**config.mk**
```make
export PLATFORM = sky130hd
export DESIGN_NAME = frame_payload_buffer
export DESIGN_NICKNAME = d
export VERILOG_FILES = /design/src/rtl/frame_payload_buffer.sv
export SDC_FILE = /design/constraint.sdc
export NUM_CORES = 1
export LEC_CHECK = 0
export CAP_MARGIN = 20
export CORE_MARGIN = 2
export CORE_UTILIZATION = 61
export DETAILED_ROUTE_END_ITERATION = 12
export PLACE_DENSITY = 0.82
export SETUP_SLACK_MARGIN = 0.4
export SLEW_MARGIN = 5
export SYNTH_ARGS = -nofsm -noshare
export SYNTH_HDL_FRONTEND = slang
export SYNTH_SLANG_ARGS = --single-unit
```
**constraint.sdc**
```tcl
create_clock -name clk -period 4.05 [get_ports clk]
set_input_delay 0.6075 -clock clk [delete_from_list [all_inputs] [get_ports clk]]
set_output_delay 0.6075 -clock clk [all_outputs]
set_load 0.02 [all_outputs]
```
**src/rtl/frame_payload_buffer.sv**
```systemverilog
// frame_payload_buffer: checks and strips the 2-byte header of aligned
// 12-byte frames and queues payload speculatively in a byte FIFO.
module frame_payload_buffer #(
    parameter int DEPTH = 32
) (
    input  logic       clk,
    input  logic       rst,
    input  logic [7:0] rx_data,
    input  logic       frame_detect,
    input  logic [3:0] fr_byte_position,
    output logic [7:0] out_data,
    output logic       out_valid,
    input  logic       out_ready,
    output logic       out_sof,
    output logic       out_eof,
    output logic       out_hdr_type,
    output logic [7:0] drop_cnt,
    output logic [7:0] err_cnt
);
    localparam int AW = $clog2(DEPTH);
    localparam int PW = AW + 1;
    localparam logic [PW-1:0] CAP = PW'(DEPTH);

    typedef enum logic [1:0] {IDLE, HDR1, PAYLOAD, DISCARD} state_t;

    state_t        state, state_n;
    logic [PW-1:0] rd, wr_c, wr_s, wr_c_n, wr_s_n, free;
    logic [10:0]   mem [DEPTH];
    logic [10:0]   head, wdata;
    logic [7:0]    h0;
    logic [3:0]    pos, pos_q, pos_n;
    logic          type_q, type_n;
    logic          h0_ld, we, brk, err_inc, drop_inc, pop, hdr_ok;

    assign pos       = fr_byte_position;
    assign out_valid = (wr_c != rd);
    assign pop       = out_valid && out_ready;
    assign free      = CAP - (wr_c - rd);
    assign hdr_ok    = ({h0, rx_data} == 16'hAAAF) || ({h0, rx_data} == 16'h55BA);
    assign wdata     = {type_q, pos == 4'd11, pos == 4'd2, rx_data};

    // Head is masked while empty so stale memory never leaks out.
    assign head = out_valid ? mem[rd[AW-1:0]] : '0;
    assign {out_hdr_type, out_eof, out_sof, out_data} = head;

    always_comb begin
        state_n  = state;
        wr_c_n   = wr_c;
        wr_s_n   = wr_s;
        pos_n    = pos_q;
        type_n   = type_q;
        h0_ld    = 1'b0;
        we       = 1'b0;
        brk      = 1'b0;
        err_inc  = 1'b0;
        drop_inc = 1'b0;
        if (!frame_detect) begin
            state_n = IDLE;
            if (state == HDR1 || state == PAYLOAD) begin
                wr_s_n  = wr_c;
                err_inc = 1'b1;
            end
        end else begin
            unique case (state)
                IDLE: begin
                    if (pos == 4'd0) begin
                        state_n = HDR1;
                        h0_ld   = 1'b1;
                    end
                end
                HDR1: begin
                    if (pos != 4'd1) begin
                        brk = 1'b1;
                    end else if (!hdr_ok) begin
                        state_n = DISCARD;
                        err_inc = 1'b1;
                    end else if (free >= PW'(10)) begin
                        state_n = PAYLOAD;
                        pos_n   = 4'd1;
                        type_n  = (h0 == 8'h55);
                    end else begin
                        state_n  = DISCARD;
                        drop_inc = 1'b1;
                    end
                end
                PAYLOAD: begin
                    if (pos != pos_q + 4'd1) begin
                        brk = 1'b1;
                    end else begin
                        we     = 1'b1;
                        pos_n  = pos;
                        wr_s_n = wr_s + PW'(1);
                        if (pos == 4'd11) begin
                            wr_c_n  = wr_s + PW'(1);
                            state_n = IDLE;
                        end
                    end
                end
                DISCARD: begin
                    if (pos == 4'd11) state_n = IDLE;
                end
                default: state_n = IDLE;
            endcase
            // A stray pos 0 restarts a frame immediately.
            if (brk) begin
                wr_s_n  = wr_c;
                err_inc = 1'b1;
                if (pos == 4'd0) begin
                    state_n = HDR1;
                    h0_ld   = 1'b1;
                end else begin
                    state_n = IDLE;
                end
            end
        end
    end

    always_ff @(posedge clk or posedge rst) begin
        if (rst) begin
            state    <= IDLE;
            rd       <= '0;
            wr_c     <= '0;
            wr_s     <= '0;
            h0       <= '0;
            pos_q    <= '0;
            type_q   <= 1'b0;
            drop_cnt <= '0;
            err_cnt  <= '0;
        end else begin
            state  <= state_n;
            wr_c   <= wr_c_n;
            wr_s   <= wr_s_n;
            pos_q  <= pos_n;
            type_q <= type_n;
            if (pop) rd <= rd + PW'(1);
            if (h0_ld) h0 <= rx_data;
            if (drop_inc && drop_cnt != 8'hFF) drop_cnt <= drop_cnt + 8'd1;
            if (err_inc && err_cnt != 8'hFF) err_cnt <= err_cnt + 8'd1;
        end
    end

    always_ff @(posedge clk) begin
        if (we) mem[wr_s[AW-1:0]] <= wdata;
    end

endmodule

```
==> impl_summary.log <==
[metrics] TritonCTS buffer count: 40
[metrics] most frequent cells in the layout: sky130_fd_sc_hd__edfxtp_1, sky130_fd_sc_hd__mux4_2, sky130_fd_sc_hd__nor2_1, sky130_fd_sc_hd__buf_4, sky130_fd_sc_hd__dfrtp_1
[metrics] period utilisation layout: 0.897
[metrics] first-pass iteration count of the detailed router: 6
[metrics] number of clock sinks: ~400
[metrics] average detailed-routed wire length per instance: 31.7 um
[metrics] part of the total power dissipated in combinational logic: 0.346
[metrics] result of the run: finished clean
[metrics] critical path data arrival time: approximately 3.0 ns
[metrics] Top FF cell, synth: sky130_fd_sc_hd__edfxtp_1
[metrics] multi-input combinational cell area: approximately 0.0045 mm^2
[metrics] CTS H-tree lvls: 2
[metrics] # nets final: between 1000 and 1500
[metrics] CTS tree: built
[metrics] Peak VDD IR: 0.425 mV
[metrics] worst path buffer plus inverter count: 3
[metrics] synthesized netlist cell count: about 860
[metrics] drc violations: 0
[metrics] core area: 0.0268 mm^2
[metrics] post-placement cell area: between 0.015 and 0.02 mm^2
[metrics] number of global-route vias before repair: 9274
[metrics] remaining antenna violation count: 0
[metrics] final design instance area without fill: just under 0.02 mm^2
[metrics] Max Slew Vio Count: 0
[metrics] largest clock skew in the final design: between 0.02 and 0.03 ns
[metrics] boundary pin count: 44
[metrics] time the worst path needs with I/O delays and setup: between 3 and 4 ns
[metrics] Seq/Total Area, Yosys: 0.712
[metrics] Reg clk slew, reported paths: 0.06 ns
[metrics] clock root buffer: sky130_fd_sc_hd__clkbuf_16
[metrics] switching power: ~4.1 mW
[metrics] effective utilization at floorplan: 0.618
[metrics] Startpoint Class: register
[metrics] iteration-0 DRC count of the detailed router: 1392
[metrics] largest net degree at the start of global routing: 50
[metrics] Final Total Pwr: around 13 mW
[metrics] syn nets: 900
[metrics] hold-fix buffers at CTS: 0
[metrics] Syn. warnings: 0
[metrics] start-to-end type of the worst setup path: register to primary output
[metrics] overall global routing resource usage: 0.308
[metrics] Critical-path top delay cell: sky130_fd_sc_hd__mux4_2
[metrics] mean post-synth cell area: roughly 19 um^2
[metrics] total grt overflow: 0
[metrics] maximum fanout along the worst path: 8
[metrics] area of the die: ~0.028 mm^2
[metrics] timing-limited maximum frequency: 0.275 GHz
[metrics] fraction of the core area covered by cells at the end of the flow: 0.721
[metrics] Worst EP required: 3.44 ns
[metrics] slowest stage delay, CP: 0.56 ns
[metrics] summed negative setup slack over all endpoints: 0 ns
[metrics] worst path cell trace: buf_4 -> buf_12 -> mux4_2 -> mux4_2 -> mux2i_1 -> nor2_1 -> dlygate4sd2_1
[metrics] CP endpoint kind: primary output
[metrics] fraction of power consumed by the clock network: 0.280
[metrics] terminus of the critical flop-to-flop path: drop_cnt[1]
[metrics] P_int: 8.86 mW
[metrics] ratio of total power to cell area: 672 mW/mm^2
[metrics] worst hold margin: 0.384 ns
[metrics] r2r setup slk: 0.69 ns
[metrics] share of post-route cells with drive strength above 1: 0.267
[metrics] cell family with the largest share of critical-path delay: multiplexers
[metrics] weighted congestion reported at the end of routability-driven placement: about 0.85
[metrics] count of endpoints failing setup in the final report: 0
[metrics] worst-case reg-to-reg path depth: 9
[metrics] final number of hold-violating endpoints: 0
[metrics] first-pass GRT wire length: 62100 um
[metrics] worst min-delay path class: input pin to asynchronous set/reset pin
[metrics] number of flops mapped to enable cells by yosys: 352
[metrics] die height: 169 um
[metrics] later-pin clock latency in the skew report: 0.56 ns
[metrics] synthesized area: 0.0166 mm^2
[metrics] startpoint of the worst register-to-register path: rd[1]
[metrics] Via Count: 9157
[metrics] number of antenna violations at the first check in global routing: 0
[metrics] routed via count divided by cell count: ~6.8
[metrics] ANT cells: 0
[metrics] count of maximum capacitance violations: 0
[metrics] part of the total power dissipated in sequential elements: 0.374
[metrics] post-detailed-placement half-perimeter wirelength: ~23000 um
[metrics] worst-case clock buffer depth: 3
[metrics] net switching share of the total power: 0.318
[metrics] Lkg Pwr: approximately 6.7 nW
[metrics] most frequent cell on the critical path: sky130_fd_sc_hd__mux4_2
[metrics] growth of design area from synthesis to finish: 16.7%
[metrics] sequential standard cell area: approximately 0.012 mm^2
[metrics] wire length after detailed routing: between 40000 and 50000 um
[metrics] fraction of registers with async set or reset after synthesis: 0.122
[metrics] flip-flop and latch count after synthesis: 401
[metrics] most common library cell in the layout ignoring fill and taps: sky130_fd_sc_hd__edfxtp_1
[metrics] unrepaired setup endpoints after global routing: true
[metrics] count of input and output buffers: 43
[metrics] number of distinct library cell variants in the gate-level netlist after synthesis: 60
[metrics] fill cell total of the finished layout: 1474
[metrics] actual slew at the worst max-slew pin: around 0.66 ns
[metrics] Die Wd: about 170 um
[metrics] Site Rows: 60
[metrics] max-slew headroom at the worst pin: 0.558
[cell usage after synthesis, types with 4 or more instances]
master / count / area (um^2)
sky130_fd_sc_hd__a21oi_1: 9 / 45.0
sky130_fd_sc_hd__and2_1: 6 / 37.5
sky130_fd_sc_hd__and3_1: 6 / 37.5
sky130_fd_sc_hd__buf_1: 5 / 18.8
sky130_fd_sc_hd__buf_2: 13 / 65.1
sky130_fd_sc_hd__clkbuf_1: 19 / 71.3
sky130_fd_sc_hd__dfrtp_1: 49 / 1230
sky130_fd_sc_hd__edfxtp_1: 352 / 10600
sky130_fd_sc_hd__ha_1: 22 / 275
sky130_fd_sc_hd__inv_1: 26 / 97.6
sky130_fd_sc_hd__mux2_2: 8 / 90.1
sky130_fd_sc_hd__mux2i_1: 21 / 210
sky130_fd_sc_hd__mux4_2: 110 / 2480
sky130_fd_sc_hd__nand2_1: 27 / 101
sky130_fd_sc_hd__nand3_1: 18 / 90.1
sky130_fd_sc_hd__nand4_1: 4 / 25.0
sky130_fd_sc_hd__nor2_1: 59 / 221
sky130_fd_sc_hd__nor3_1: 4 / 20.0
sky130_fd_sc_hd__o21ai_0: 12 / 60.1
sky130_fd_sc_hd__xnor2_1: 21 / 184
sky130_fd_sc_hd__xor2_1: 13 / 114
[how the worst max path moves through the flow]
stage                                    from           to  cells past startpoint
after floorplan           fr_byte_position[3]    mem[0][8]                      2
after global placement                  rd[0]  out_data[6]                      6
after global routing                    rd[0]  out_data[0]                      8
after CTS                               rd[0]  out_data[0]                      8
after detailed placement                rd[0]  out_data[6]                      6
final                                   rd[0]  out_data[2]                      7
[logic make-up after synthesis]
| kind of cell | after synthesis | synth area share |
|---|---|---|
| XOR/XNOR | 34 | 0.0180 |
| flip-flops | 401 | 0.712 |
| multiplexers | 143 | 0.171 |
| buffers and inverters | 65 | 0.0164 |
| AND/OR/NAND/NOR | 150 | 0.0454 |
| AO/OA/AOI/OAI | 45 | 0.0199 |
| adder cells (fa/ha/maj) | 23 | 0.0178 |
[metal layers]
metal  vias to the layer above  global-route usage  wire length, um
met5                         -                   0                0
met4                         0               0.143             2010
met3                       125              0.0835             5100
met2                       683               0.485            20500
met1                      4650               0.409            15300
li1                       3699                   -                -
[flip-flops by register name (all words and copies together) (netlist names), 4 cells and up]
register	flops
err_cnt	8
wr_s	6
mem	352
drop_cnt	8
rd	6
pos_q	4
h0	8
wr_c	6
[power by group through the flow]
stage | clock network (mW) | logic (mW) | registers, mW
floorplan | 0 | 2.75 | 4.87
global placement | 0 | 3.82 | 5.02
detailed placement | 0 | 3.91 | 5.03
CTS | 3.64 | 4.28 | 4.85
global route | 3.78 | 4.69 | 4.87
finish | 3.64 | 4.49 | 4.86
[area by class of cell]
type,instances,area share
inverters,26,0.00505
repair buffers,118,0.0629
multi-input cells,395,0.234
clock inverters,21,0.0111
flip-flops and latches,401,0.611
clock buffers,52,0.0541
well taps,341,0.0221
[repair_timing]
action / CTS / global route
cloned: 2 / 3
setup buffers: 6 / 4
endpoints found under the setup margin: 12 / 11
resized for setup: 24 / 8
[through the flow]
step,setup slack [ns],instances
6_report,0.417,1354
5_1_grt,0.383,1354
4_1_cts,0.395,1345
3_5_place_dp,0.459,1264
3_3_place_gp,0.497,1264
2_1_floorplan,0.843,861
(Power assumes the default switching activity.)
